File: config.mk
export PLATFORM = sky130hd
export DESIGN_NAME = sfp_ctrl
export DESIGN_NICKNAME = d
export VERILOG_FILES = /design/src/rtl/sfp_ctrl_pkg.sv /design/src/rtl/sfp_ctrl_agen.sv /design/src/rtl/sfp_ctrl.sv
export SDC_FILE = /design/constraint.sdc
export NUM_CORES = 1
export LEC_CHECK = 0
export BUFFER_PORTS_ARGS = -buffer_cell sky130_fd_sc_hd__buf_4
export CAP_MARGIN = 10
export CORE_ASPECT_RATIO = 0.6
export CORE_MARGIN = 2
export CORE_UTILIZATION = 55
export DETAILED_ROUTE_END_ITERATION = 7
export PLACE_DENSITY = 0.84
export SLEW_MARGIN = 20
export SYNTH_ARGS = -nofsm -noshare
export SYNTH_HDL_FRONTEND = slang
export SYNTH_SLANG_ARGS = --single-unit
File: constraint.sdc
create_clock -name clk -period 2.3 [get_ports clk]
set_input_delay 0 -clock clk [delete_from_list [all_inputs] [get_ports clk]]
set_output_delay 0 -clock clk [all_outputs]
set_load 0.01 [all_outputs]
File: src/rtl/sfp_ctrl_pkg.sv
// Shared types and constants for the accumulate/ReLU sequencer (sfp_ctrl).
package sfp_ctrl_pkg;

    localparam int ADDR_BW_DEF  = 11;
    localparam int KIJ_BW_DEF   = 4;
    localparam int PIX_OVERHEAD = 3;

    typedef enum logic [2:0] {
        S_IDLE  = 3'd0,
        S_CLEAR = 3'd1,
        S_READ  = 3'd2,
        S_WAIT  = 3'd3,
        S_WRITE = 3'd4,
        S_DONE  = 3'd5
    } sfp_state_t;

endpackage

File: src/rtl/sfp_ctrl_agen.sv
// Address generator: running psum base, kernel-position counter k and pixel index o.
module sfp_ctrl_agen
    import sfp_ctrl_pkg::*;
#(
    parameter int addr_bw = ADDR_BW_DEF,
    parameter int kij_bw  = KIJ_BW_DEF
) (
    input  logic               clk,
    input  logic               reset,
    input  logic               init,
    input  logic               clr_pix,
    input  logic               step,
    input  logic               next_pix,
    input  logic [kij_bw-1:0]  kij,
    input  logic [addr_bw-1:0] onij,
    output logic [addr_bw-1:0] psum_addr,
    output logic [addr_bw-1:0] out_addr,
    output logic               last_k,
    output logic               last_o
);

    logic [addr_bw-1:0] r_base;
    logic [kij_bw-1:0]  r_k;
    logic [addr_bw-1:0] r_o;

    // Stride by onij with an adder; the sum wraps modulo 2^addr_bw by width.
    always_ff @(posedge clk) begin
        if (reset) begin
            r_base <= '0;
            r_k    <= '0;
            r_o    <= '0;
        end else begin
            if (init)
                r_o <= '0;
            else if (next_pix)
                r_o <= r_o + addr_bw'(1);

            if (clr_pix) begin
                r_k    <= '0;
                r_base <= r_o;
            end else if (step) begin
                r_k    <= r_k + kij_bw'(1);
                r_base <= r_base + onij;
            end
        end
    end

    assign psum_addr = r_base;
    assign out_addr  = r_o;
    assign last_k    = (r_k == kij - kij_bw'(1));
    assign last_o    = (r_o == onij - addr_bw'(1));

endmodule

File: src/rtl/sfp_ctrl.sv
// Accumulate/ReLU sequencer: clears SFP, streams cfg_kij psums per pixel, commits output.
// Optional busy-cycle counter perf_cycles enabled by `define SFP_CTRL_PERF_EN.
module sfp_ctrl
    import sfp_ctrl_pkg::*;
#(
    parameter int col     = 8,
    parameter int addr_bw = ADDR_BW_DEF,
    parameter int kij_bw  = KIJ_BW_DEF
) (
    input  logic               clk,
    input  logic               reset,
    input  logic               start,
    input  logic               abort,
    input  logic [kij_bw-1:0]  cfg_kij,
    input  logic [addr_bw-1:0] cfg_onij,
    output logic               psum_ren,
    output logic [addr_bw-1:0] psum_addr,
    output logic [col-1:0]     sfp_valid,
    output logic               acc_clr,
    output logic               out_wen,
    output logic [addr_bw-1:0] out_addr,
    input  logic               out_ready,
    output logic               busy,
`ifdef SFP_CTRL_PERF_EN
    output logic [31:0]        perf_cycles,
`endif
    output logic               done
);

    sfp_state_t         r_state;
    sfp_state_t         w_next;
    logic [kij_bw-1:0]  r_cfg_kij;
    logic [addr_bw-1:0] r_cfg_onij;
    logic               r_vld_p1;
    logic               w_accept;
    logic               w_cfg_ok;
    logic               w_init;
    logic               w_last_k;
    logic               w_last_o;
    logic               w_next_pix;

    assign w_accept   = (r_state == S_IDLE) && start && !abort;
    assign w_cfg_ok   = (cfg_kij != '0) && (cfg_onij != '0);
    assign w_init     = w_accept && w_cfg_ok;
    assign w_next_pix = (r_state == S_WRITE) && out_ready && !abort;

    always_ff @(posedge clk) begin
        if (reset) begin
            r_state <= S_IDLE;
        end else begin
            r_state <= w_next;
        end
    end

    always_comb begin
        w_next = r_state;
        case (r_state)
            S_IDLE:  if (w_accept) w_next = w_cfg_ok ? S_CLEAR : S_DONE;
            S_CLEAR: w_next = S_READ;
            S_READ:  if (w_last_k) w_next = S_WAIT;
            S_WAIT:  w_next = S_WRITE;
            S_WRITE: if (out_ready) w_next = w_last_o ? S_DONE : S_CLEAR;
            S_DONE:  w_next = S_IDLE;
            default: w_next = S_IDLE;
        endcase
        if (abort && (r_state != S_IDLE))
            w_next = S_IDLE;
    end

    always_comb begin
        psum_ren = (r_state == S_READ);
        acc_clr  = (r_state == S_CLEAR);
        out_wen  = (r_state == S_WRITE);
        busy     = (r_state != S_IDLE);
        done     = (r_state == S_DONE);
    end

    always_ff @(posedge clk) begin
        if (reset) begin
            r_cfg_kij  <= '0;
            r_cfg_onij <= '0;
        end else if (w_init) begin
            r_cfg_kij  <= cfg_kij;
            r_cfg_onij <= cfg_onij;
        end
    end

    // Stage p1: psum read data lands one cycle after the enable; the SFP strobe follows it.
    always_ff @(posedge clk) begin
        if (reset) begin
            r_vld_p1 <= 1'b0;
        end else begin
            r_vld_p1 <= psum_ren;
        end
    end

    assign sfp_valid = {col{r_vld_p1}};

    sfp_ctrl_agen #(
        .addr_bw (addr_bw),
        .kij_bw  (kij_bw)
    ) u_agen (
        .clk       (clk),
        .reset     (reset),
        .init      (w_init),
        .clr_pix   (r_state == S_CLEAR),
        .step      (r_state == S_READ),
        .next_pix  (w_next_pix),
        .kij       (r_cfg_kij),
        .onij      (r_cfg_onij),
        .psum_addr (psum_addr),
        .out_addr  (out_addr),
        .last_k    (w_last_k),
        .last_o    (w_last_o)
    );

`ifdef SFP_CTRL_PERF_EN
    logic [31:0] r_perf;

    always_ff @(posedge clk) begin
        if (reset) begin
            r_perf <= '0;
        end else if (w_accept) begin
            r_perf <= '0;
        end else if (busy && (r_perf != '1)) begin
            r_perf <= r_perf + 32'd1;
        end
    end

    assign perf_cycles = r_perf;
`endif

endmodule

==> results.cfg <==
[die]
die_area_um2 = 5930
start_util_pct = 57.5
core_area_um2 = 5080
die_y_um = 60.4
io_pins = 55
die_w_um = 98.1
row_count = 20

[timing]
hold_violations = 0
setup_tns_ns = 0
clock_skew_ns = 0.0111
setup_viol = 0
fin_crit_sh_pct = 95.6
drv_slew = 0
relSlewSlack_pct = 45.7
rsz0062_at_grt = false
worstMarginPinSlew_ns = 0.807
worst_slack_ns = 0.102
max_freq_mhz = 455
finalCriticalPeriod_ns = 2.20

[layout]
final_common_cell = buf_4
synthToLayoutAreaGrowth_pct = 23.8
antennaDiodeCount = 0
nets = 448
postLayoutCellArea_um2 = 3610
drive_gt1_share_pct = 22.8
num-fill-cells = 392
final_cell_mix = buf_4, nor2_1, dfxtp_1, a21oi_1, xnor2_1
final-seq-area_um2 = 903
multiInputGateArea_um2 = 1830
instances_no_fill = 479

[setup_path]
r2r-start = r_cfg_onij[1]
critPathArrivalTime_ns = 2.38
end_kind = flop
cp-start-kind = input port
crit_required_ns = 2.48
r2r_slack_ns = 0.16
reg2reg_depth = 8
worstSetupPathType = in2reg
path_max_fanout = 8
r2r-end = r_state[2]

[clocking]
cts.sinks = 45
cts-root-buf = clkbuf_8
clock_latency_ns = 0.30
cts_made_buffers = 5
clk_pin_slew_ns = 0.09
htreeDepth = 2
tritoncts = built
clk_path_buf_depth = 2

[route]
detail-route-antenna-nets = 0
wirelength_um = 7940
num_vias = 2852
drtPass1Iterations = 5
routed_via_density = 5.95
route.detailed.drc = 0
first_iter_violations = 191
routedWlPerCell_um = 16.6

[synthesis]
ys_ff_latch = 45
synth_edf_count = 0
ys.flop_type = dfxtp_1
synthArstFlopShare_pct = 0
synth_nets = 385
ys_seq_area_share_pct = 30.8
yosysWarnings = 0
yosysUniqueCellTypes = 56
post_synth.cell_area_avg_um2 = 8.34
syn_area_um2 = 2920
netlist_instances = 350

[grt]
grt_max_degree = 34
antenna_found_initial = 0
grt_usage_pct = 27.6
grt_remaining_overflow = 0
grt_pass1_wl_um = 12900
first_global_vias = 2667

[hold_path]
hold_start = out_ready
holdPathStages = 3
min_path_type = in2reg
hold_end = r_state[0]

[placement]
dp_slack_ns = 0.109
hpwl_um = 5720
dp.cells = 457
portBuffers = 54
placed_area_um2 = 3360
routabilityCongestion = 0.929

[pwr]
power_frac_seq_pct = 49.1
power_frac_comb_pct = 20.4
ir_worst_vdd_v = 0.000327
intPower_uw = 1200
p_leak_uw = 0.00155
swShare_pct = 28.5
p_sw_uw = 479
p_clk_share_pct = 30.5
finalPower_uw = 1680
powerDensity_nw_per_um2 = 464

[run]
maxCapViolCount = 0

[run_status]
status = complete, no violations
-- critical path: stages --
cell           delay [ns]
dlygate4sd3_1        0.54
buf_4                0.14
nor4_1               0.66
nand3_1              0.33
nand2_2              0.18
buf_4                0.23
mux2i_1              0.24
nor2_1               0.06
-- power by group through the flow --
stage / clock network (uW) / registers [uW] / logic (uW)
after detailed placement: 0 / 842 / 310
final: 513 / 824 / 342
after global routing: 553 / 827 / 373
after floorplan: 0 / 835 / 221
after CTS: 513 / 823 / 334
after global placement: 0 / 841 / 301
-- cells in the mapped netlist (3+ instances only) --
| cell | count | area share, % |
|---|---|---|
| a21o_1 | 3 | 0.77 |
| mux2i_1 | 15 | 5.1 |
| buf_4 | 9 | 2.3 |
| clkbuf_1 | 8 | 1.0 |
| nand2b_1 | 6 | 1.3 |
| nand4_1 | 5 | 1.1 |
| nor2_1 | 43 | 5.5 |
| xor2_1 | 13 | 3.9 |
| nor3_1 | 19 | 3.3 |
| inv_1 | 11 | 1.4 |
| xnor2_1 | 21 | 6.3 |
| o21ai_0 | 5 | 0.86 |
| a22oi_1 | 8 | 2.1 |
| nand3_1 | 7 | 1.2 |
| nor3b_1 | 3 | 0.77 |
| a211oi_1 | 6 | 1.5 |
| dfxtp_1 | 45 | 31 |
| and3_1 | 3 | 0.64 |
| nand2_1 | 19 | 2.4 |
| nor2b_1 | 4 | 0.86 |
| buf_2 | 7 | 1.2 |
| nor4_1 | 3 | 0.64 |
| ha_1 | 14 | 6.0 |
| a21oi_1 | 26 | 4.5 |
| a31oi_1 | 7 | 1.5 |
-- worst max path at each step --
stage | startpoint | to | slack, ns | cells after the start
after floorplan | u_agen.psum_addr[0] | u_agen.psum_addr[8] | 0.25 | 9
after global placement | r_cfg_onij[0] | u_agen.psum_addr[8] | 0.17 | 9
after detailed placement | r_cfg_onij[0] | u_agen.psum_addr[8] | 0.11 | 9
after CTS | r_cfg_onij[0] | u_agen.psum_addr[8] | 0.1 | 9
after global routing | r_cfg_onij[1] | r_state[2] | 0.01 | 7
final | cfg_onij[0] | r_cfg_onij[9] | 0.10 | 8
-- state kept, by name, indices dropped and copies added (netlist names) --
register / count
r_cfg_onij: 11
u_agen.out_addr: 11
u_agen.psum_addr: 11
r_cfg_kij: 4
u_agen.r_k: 4
r_state: 3
r_vld_p1: 1
-- logic make-up after synthesis --
kind of cell,count (synthesis),share of synthesized area [%]
AND/OR/NAND/NOR,128,23.1
XOR/XNOR,34,10.2
multiplexers,17,5.91
AO/OA/AOI/OAI,72,16.2
adder cells (fa/ha/maj),15,6.68
flip-flops,45,30.8
buffers and inverters,39,7.03
-- metal layers --
layer	up-vias	global-route usage, %	share of wire (%)
met1	1341	35.6	44
met2	144	48.6	46
met5	-	0	0
li1	1353	-	-
met4	0	7.34	1.8
met3	14	5.76	8.3
-- per-stage QoR --
step	utilization (%)	hold WS [ns]
after global placement	66.1	0.239
final	71.2	0.0109
after floorplan	-	0.140
after detailed placement	66.1	0.244
after CTS	70.7	0.00574
after global routing	71.2	0.0346
-- layout make-up --
cell class,count,share of cell area [%]
Inverter,11,1.14
Sequential cell,45,25.0
Tap cell,66,2.28
Timing Repair Buffer,84,18.5
Multi-Input combinational cell,266,50.7
Clock buffer,7,2.39
-- what timing repair did --
action,4_1_cts,5_1_grt
hold endpoints to repair,15,0
setup buffers,0,0
resized for setup,0,7
hold buffers,15,0
setup endpoints to repair,0,3
Note: power is estimated with default switching activity, not from simulation.
